==> config.mk <==
export PLATFORM = sky130hd
export DESIGN_NAME = mips_encode
export DESIGN_NICKNAME = d
export VERILOG_FILES = /design/src/rtl/mips_encode.sv
export SDC_FILE = /design/constraint.sdc
export NUM_CORES = 1
export LEC_CHECK = 0
export BUFFER_PORTS_ARGS = -buffer_cell sky130_fd_sc_hd__buf_4
export CAP_MARGIN = 10
export CORE_ASPECT_RATIO = 1.25
export CORE_UTILIZATION = 52
export CTS_CLUSTER_SIZE = 28
export DETAILED_ROUTE_END_ITERATION = 12
export PLACE_DENSITY = 0.76
export RECOVER_POWER = 25
export SLEW_MARGIN = 20
export SYNTH_ARGS = -nofsm -noshare
export SYNTH_HDL_FRONTEND = slang
export SYNTH_SLANG_ARGS = --single-unit
==> constraint.sdc <==
create_clock -name clock -period 2.4 [get_ports clock]
set_input_delay 0.72 -clock clock [delete_from_list [all_inputs] [get_ports clock]]
set_output_delay 0.72 -clock clock [all_outputs]
set_load 0.03 [all_outputs]
==> src/rtl/mips_encode.sv <==
// Encodes ALU-op requests into 32-bit MIPS words and queues them in a DEPTH-entry FIFO.
// Latency 1 cycle from acceptance to out_valid when empty; in_ready drops while the FIFO is full.
module mips_encode #(
    parameter int DEPTH = 4,
    parameter int ERR_W = 8
) (
    input  logic             clock,
    input  logic             reset,
    input  logic             in_valid,
    output logic             in_ready,
    input  logic [2:0]       alu_op,
    input  logic             alu_src2,
    input  logic [4:0]       rd,
    input  logic [4:0]       rs,
    input  logic [4:0]       rt,
    input  logic [15:0]      imm16,
    output logic             out_valid,
    input  logic             out_ready,
    output logic [31:0]      out_inst,
    output logic             except,
    output logic [ERR_W-1:0] err_count
);

    localparam int PTR_W = $clog2(DEPTH);
    localparam logic [PTR_W:0]   FULL_CNT = (PTR_W + 1)'(DEPTH);
    localparam logic [PTR_W:0]   CNT_ONE  = (PTR_W + 1)'(1);
    localparam logic [PTR_W-1:0] PTR_ONE  = PTR_W'(1);
    localparam logic [ERR_W-1:0] ERR_ONE  = ERR_W'(1);

    logic [31:0]      mem_q [DEPTH];
    logic [31:0]      mem_d [DEPTH];
    logic [PTR_W-1:0] wr_ptr_q, wr_ptr_d;
    logic [PTR_W-1:0] rd_ptr_q, rd_ptr_d;
    logic [PTR_W:0]   cnt_q, cnt_d;
    logic             except_q, except_d;
    logic [ERR_W-1:0] err_q, err_d;

    logic        enc_ok;
    logic [5:0]  funct;
    logic [5:0]  opcode;
    logic [31:0] enc_inst;
    logic        accept, push, pop;

    // sub and nor have no immediate form in MIPS, so they are unencodable as I-type
    always_comb begin
        enc_ok = 1'b1;
        funct  = 6'h00;
        opcode = 6'h00;
        case (alu_op)
            3'd2: begin funct = 6'h20; opcode = 6'h08; end
            3'd3: begin funct = 6'h22; enc_ok = !alu_src2; end
            3'd4: begin funct = 6'h24; opcode = 6'h0c; end
            3'd5: begin funct = 6'h25; opcode = 6'h0d; end
            3'd6: begin funct = 6'h27; enc_ok = !alu_src2; end
            3'd7: begin funct = 6'h26; opcode = 6'h0e; end
            default: enc_ok = 1'b0;
        endcase
        enc_inst = alu_src2 ? {opcode, rs, rd, imm16}
                            : {6'h00, rs, rt, rd, 5'h00, funct};
    end

    assign in_ready  = reset && (cnt_q != FULL_CNT);
    assign out_valid = (cnt_q != '0);
    assign out_inst  = out_valid ? mem_q[rd_ptr_q] : 32'h0;
    assign except    = except_q;
    assign err_count = err_q;

    assign accept = in_valid && in_ready;
    assign push   = accept && enc_ok;
    assign pop    = out_valid && out_ready;

    always_comb begin
        mem_d    = mem_q;
        wr_ptr_d = wr_ptr_q;
        rd_ptr_d = rd_ptr_q;
        cnt_d    = cnt_q;
        except_d = accept && !enc_ok;
        err_d    = err_q;
        if (push) begin
            mem_d[wr_ptr_q] = enc_inst;
            wr_ptr_d        = wr_ptr_q + PTR_ONE;
        end
        if (pop) begin
            rd_ptr_d = rd_ptr_q + PTR_ONE;
        end
        case ({push, pop})
            2'b10:   cnt_d = cnt_q + CNT_ONE;
            2'b01:   cnt_d = cnt_q - CNT_ONE;
            default: cnt_d = cnt_q;
        endcase
        if (accept && !enc_ok && !(&err_q)) begin
            err_d = err_q + ERR_ONE;
        end
    end

    always_ff @(posedge clock) begin
        if (!reset) begin
            mem_q    <= '{default: '0};
            wr_ptr_q <= '0;
            rd_ptr_q <= '0;
            cnt_q    <= '0;
            except_q <= 1'b0;
            err_q    <= '0;
        end else begin
            mem_q    <= mem_d;
            wr_ptr_q <= wr_ptr_d;
            rd_ptr_q <= rd_ptr_d;
            cnt_q    <= cnt_d;
            except_q <= except_d;
            err_q    <= err_d;
        end
    end

endmodule

**Word level (Yosys, flattened, before mapping)**

Cells that the tools add are included.

- Bits in registers: 144
- Logic and storage cells: 55

- Add/sub/neg operators: 5
- $lt $le $gt $ge: 3
- Equal/unequal tests: 9
- Muxes and demuxes: 12
- Bitwise operators: 2
- Reductions and logical operators: 15

Operators by type and width:

| operator | count |
|---|---|
| 32-bit two-way mux | 5 |
| 128-bit bitwise mux | 1 |
| 32-bit binary-select mux with 2-bit select | 1 |
| 32-bit demux with 2-bit select | 1 |
| 6-bit one-hot mux with 6 select lines | 1 |
| 4-bit one-hot mux with 4 select lines | 1 |
| 3-bit == test (second input constant) | 4 |
| 8-bit by 1-bit adder with 8-bit output (second input constant) | 1 |
| 8-bit AND reduction | 1 |
| 1-bit logical AND | 7 |
| 3-bit by 2-bit == test with 1-bit output (second input constant) | 2 |
| 3-bit greater-or-equal comparator (second input constant) | 2 |
| 2-bit NOT with 3-bit output | 2 |
| 3-bit one-hot mux with 2 select lines | 1 |
| 2-bit by 1-bit adder with 2-bit output (second input constant) | 2 |
| 4-bit OR reduction | 1 |
| 3-bit by 1-bit adder with 3-bit output (second input constant) | 1 |
| 1-bit zero test | 3 |
| 3-bit by 1-bit less-than comparator with 1-bit output (second input constant) | 1 |
| 3-bit != test (second input constant) | 1 |
| 3-bit nonzero test | 1 |
| 3-bit by 1-bit subtractor with 3-bit output (second input constant) | 1 |
| 2-bit by 1-bit == test with 1-bit output (second input constant) | 1 |
| 2-bit == test (second input constant) | 1 |
| 3 further kinds | 3 |

**Longest topological paths before layout**

- Depth after elaboration: 6
- Mapped depth: 11
- Depth with buffers taken out: 10

**Worst setup path before layout**

No wires, ideal clock.

- Path kind: input to output
- Start point: input reset
- End point: output in_ready
- Data arrival time: 2.001 ns
- Required time: 1.680 ns
- Path slack: -0.321 ns
- Stages: 3
- Cells stage by stage: clkbuf_1 > clkbuf_1 > a21boi_0

- Longest elaborated chain between the ends: 1

Ends and longest elaborated chain:

| what | RTL line | RTL |
|---|---|---|
| from (decl) | 8 | `input logic reset,` |
| 1-bit logical AND | 62 | `assign in_ready = reset && (cnt_q != FULL_CNT);` |
| to (decl) | 10 | `output logic in_ready,` |

No other way between the ends.

**Worst setup path in the final report**

- Start point: register rd_ptr_q[1]
- End point: output out_inst[20]

- Longest elaborated chain between the ends: 5

Ends and longest elaborated chain:

| what | RTL line | RTL |
|---|---|---|
| from (decl) | 33 | `logic [PTR_W-1:0] rd_ptr_q, rd_ptr_d;` |
| from (signal assigned) | 107 | `rd_ptr_q <= rd_ptr_d;` |
| 2-bit NOT with 3-bit output (not written as such) | 64 | `assign out_inst = out_valid ? mem_q[rd_ptr_q] : 32'h0;` |
| 32-bit binary-select mux with 2-bit select | 64 |  |
| 32-bit two-way mux (not written as such) (2 in series) | 64 |  |
| 32-bit two-way mux | 64 |  |
| to (decl) | 19 | `output logic [31:0] out_inst,` |

No other way between the ends. The select of a mux whose other input is x is not followed.

==> flow_summary_export.csv <==
group,metric,value,unit
global_route,antenna_found_initial,0,
power_and_ir_drop,power_leakage,2.92,nW
yosys,yosys_warnings,0,
global_route,grt_max_degree,109,
cts,cts_tree,"built",
global_route,overflow,0,
timing,period_needed,2530,ps
cts,cts-buffers-inserted,17,
cts,htreeDepth,4,
critical_path,cp.required,1680,ps
yosys,ys.flop_type,"dfxtp_1",
final_layout,drive_above_1_share,0.293,
yosys,yosysSeqAreaShare,0.465,
final_layout,fin_area,7560,um2
floorplanning,num_rows,43,
route,first_pass_iters,5,
critical_path,reg2reg_depth,10,
power_and_ir_drop,power_density,844,nW/um2
timing,finalSetupTns,-2560,ps
floorplanning,die_w,97.0,um
yosys,synth_top_area_frac,0.465,
route,drt-initial-drc-count,269,
floorplanning,die_h,121,um
yosys,synth_area,5860,um2
route,wl_per_cell,17.1,um
cts,clock-root-buffer,"clkbuf_16",
route,ant_nets,0,
final_layout,final_cell_mix,"dfxtp_1 (134), nand3_1 (127), o21ai_0 (109)",
yosys,synthTopCellsByArea,"dfxtp_1 (46%), mux4_2 (12%), nand3_1 (11%)",
placed_design,globalplace.congestion,0.738,
critical_path,r2r_slack,260,ps
timing,worstMarginPinSlew,1180,ps
floorplanning,pin_count,82,
route,viasPerCell,5.81,
run_status,status,"complete, but fails checks",
critical_path,rr_startpoint,"cnt_q[0]$_SDFFE_PN0P_",
critical_path,cp-start-kind,"register",
cts,cts_hold_buf,0,
critical_path,worstSetupPathType,"reg2out",
final_layout,fin_util,0.686,
yosys,synth_top_cell_by_area,"dfxtp_1",
critical_path,rr_endpoint,"cnt_q[2]$_SDFFE_PN0P_",
yosys,synthCells,614,
final_layout,final_common_cell,"dfxtp_1",
min_path,holdPathStages,2,
timing,slew_headroom,0.214,
yosys,ys_seq_elements,136,
run_status,violations,"setup timing",
floorplanning,die-area,11700,um2
critical_path,crit_fanout,7,
run,drv_cap,0,
critical_path,cp-end-kind,"output port",
timing,finalHoldViolations,0,
final_layout,stdcell_count,842,
final_layout,diodes,0,
yosys,synth.avg_cell_area,9.54,um2
placed_design,hpwlAfterDp,8.45,mm
global_route,grt_pass1_vias,4829,
cts,path_clk_slew,60,ps
cts,clk_latency,420,ps
cts,clock_path_buffers,2,
min_path,hold_path.class,"reg2reg",
route,wl,14.4,mm
yosys,async_flop_share,0,
timing,drv_slew,0,
yosys,synth_top_family_by_area,"simple AND/OR/NAND/NOR gates",
timing,hold_ws,458,ps
yosys,synth.area.mux_share,0.144,
placed_design,io_buffers,79,
timing,finClkSkew,8.90,ps
route,drc,0,
yosys,synth_simple_gate_area_frac,0.194,
yosys,synth_xor_area_frac,0.0135,
timing,setup_viol,30,
route,vias,4892,
floorplanning,coreArea,11000,um2
yosys,synthAdderAreaFrac,0.0162,
global_route,grt_use_total,0.252,
final_layout,layout.nets,740,
floorplanning,start_util,0.531,
placed_design,placed_cells,801,
global_route,grt_pass1_wl,23.1,mm
timing,max_freq,395,MHz
timing,fin_crit_sh,1.05,
min_path,hold_start,"mem_q[54]$_SDFFE_PN0P_",
final_layout,areaGrowthSynthToFinish,29.1,%
yosys,synth-compound-area-share,0.119,
yosys,synth_cell_types,35,
critical_path,arrival,1810,ps
placed_design,place_ws,-182,ps
cts,clock_sinks,136,
power_and_ir_drop,power,6.38,mW
power_and_ir_drop,peakVddDrop,556,uV
min_path,min_to,"mem_q[54]$_SDFFE_PN0P_",
timing,setup_ws,-130,ps
placed_design,placed_area,6720,um2
timing,rsz0062_at_grt,"yes",
yosys,synth-edff-count,0,
-- synth_stat cells, drive strengths merged, types with 3 or more instances --
cell	number
mux2i	17
inv	6
o21ai	125
nand2b	4
and2	37
ha	6
nor2	3
nand4	3
clkbuf	23
nand3	128
nor2b	3
a21oi	3
xor2	3
nand2	28
buf	34
xnor2	6
mux4	30
a21boi	3
dfxtp	136
and3	5
-- layer usage --
layer  up-vias  wire (um)  global-route usage
met5         -          0                   0
met4         0        252               0.104
met3        30        716              0.0601
met2       158       7680               0.455
met1      2341       5740               0.283
li1       2363          -                   -
-- logic make-up (layout without fill, tap and decap cells) --
logic type | Yosys count | after routing
multiplexers | 47 | 47
AND/OR/NAND/NOR | 216 | 216
buffers and inverters | 63 | 155
other | 1 | 2
XOR/XNOR | 9 | 9
flip-flops | 136 | 136
adder cells (fa/ha/maj) | 7 | 7
AO/OA/AOI/OAI | 135 | 135
-- sequential cells by signal, indices dropped and copies added (netlist names) --
register / cells
cnt_q: 3
err_count: 8
wr_ptr_q: 2
except: 1
mem_q: 120
rd_ptr_q: 2
-- layout make-up --
cell class	count	area, um2
Tap cell	135	169
Sequential cell	136	2730
Clock inverter	13	153
Timing Repair Buffer	117	1090
Inverter	6	22.5
Fill cell	840	3460
Clock buffer	19	453
Multi-Input combinational cell	416	2940
-- repair_timing --
item	CTS	global route
setup endpoints to repair	30	30
resized for setup	60	10
buffers inserted	4	3
pin swaps	7	5
gates cloned	3	1
-- worst max path at each step --
stage / start / cells after the start / endpoint / slack [ps]
finish: rd_ptr_q[1]$_SDFFE_PN0P_ / 4 / out_inst[20] / -130
global route: rd_ptr_q[1]$_SDFFE_PN0P_ / 4 / out_inst[20] / -180
CTS: rd_ptr_q[1]$_SDFFE_PN0P_ / 5 / out_inst[10] / -180
detailed placement: alu_op[1] / 11 / cnt_q[2]$_SDFFE_PN0P_ / -180
global placement: alu_op[1] / 11 / cnt_q[2]$_SDFFE_PN0P_ / -130
floorplan: alu_src2 / 11 / cnt_q[2]$_SDFFE_PN0P_ / 0.3
-- power breakdown --
group | total, mW | internal (mW) | switching [mW]
sequential | 2.40 | 2.34 | 0.0645
combinational | 1.35 | 0.630 | 0.718
clock | 2.63 | 1.68 | 0.956
total | 6.38 | 4.65 | 1.74
-- worst max-delay path: stages, from the launching register on --
cell and delay (ps):
dfxtp_4 410, buf_12 160, mux4_2 510, and2_4 180, buf_6 130
Power figures use the tool's default switching activity.
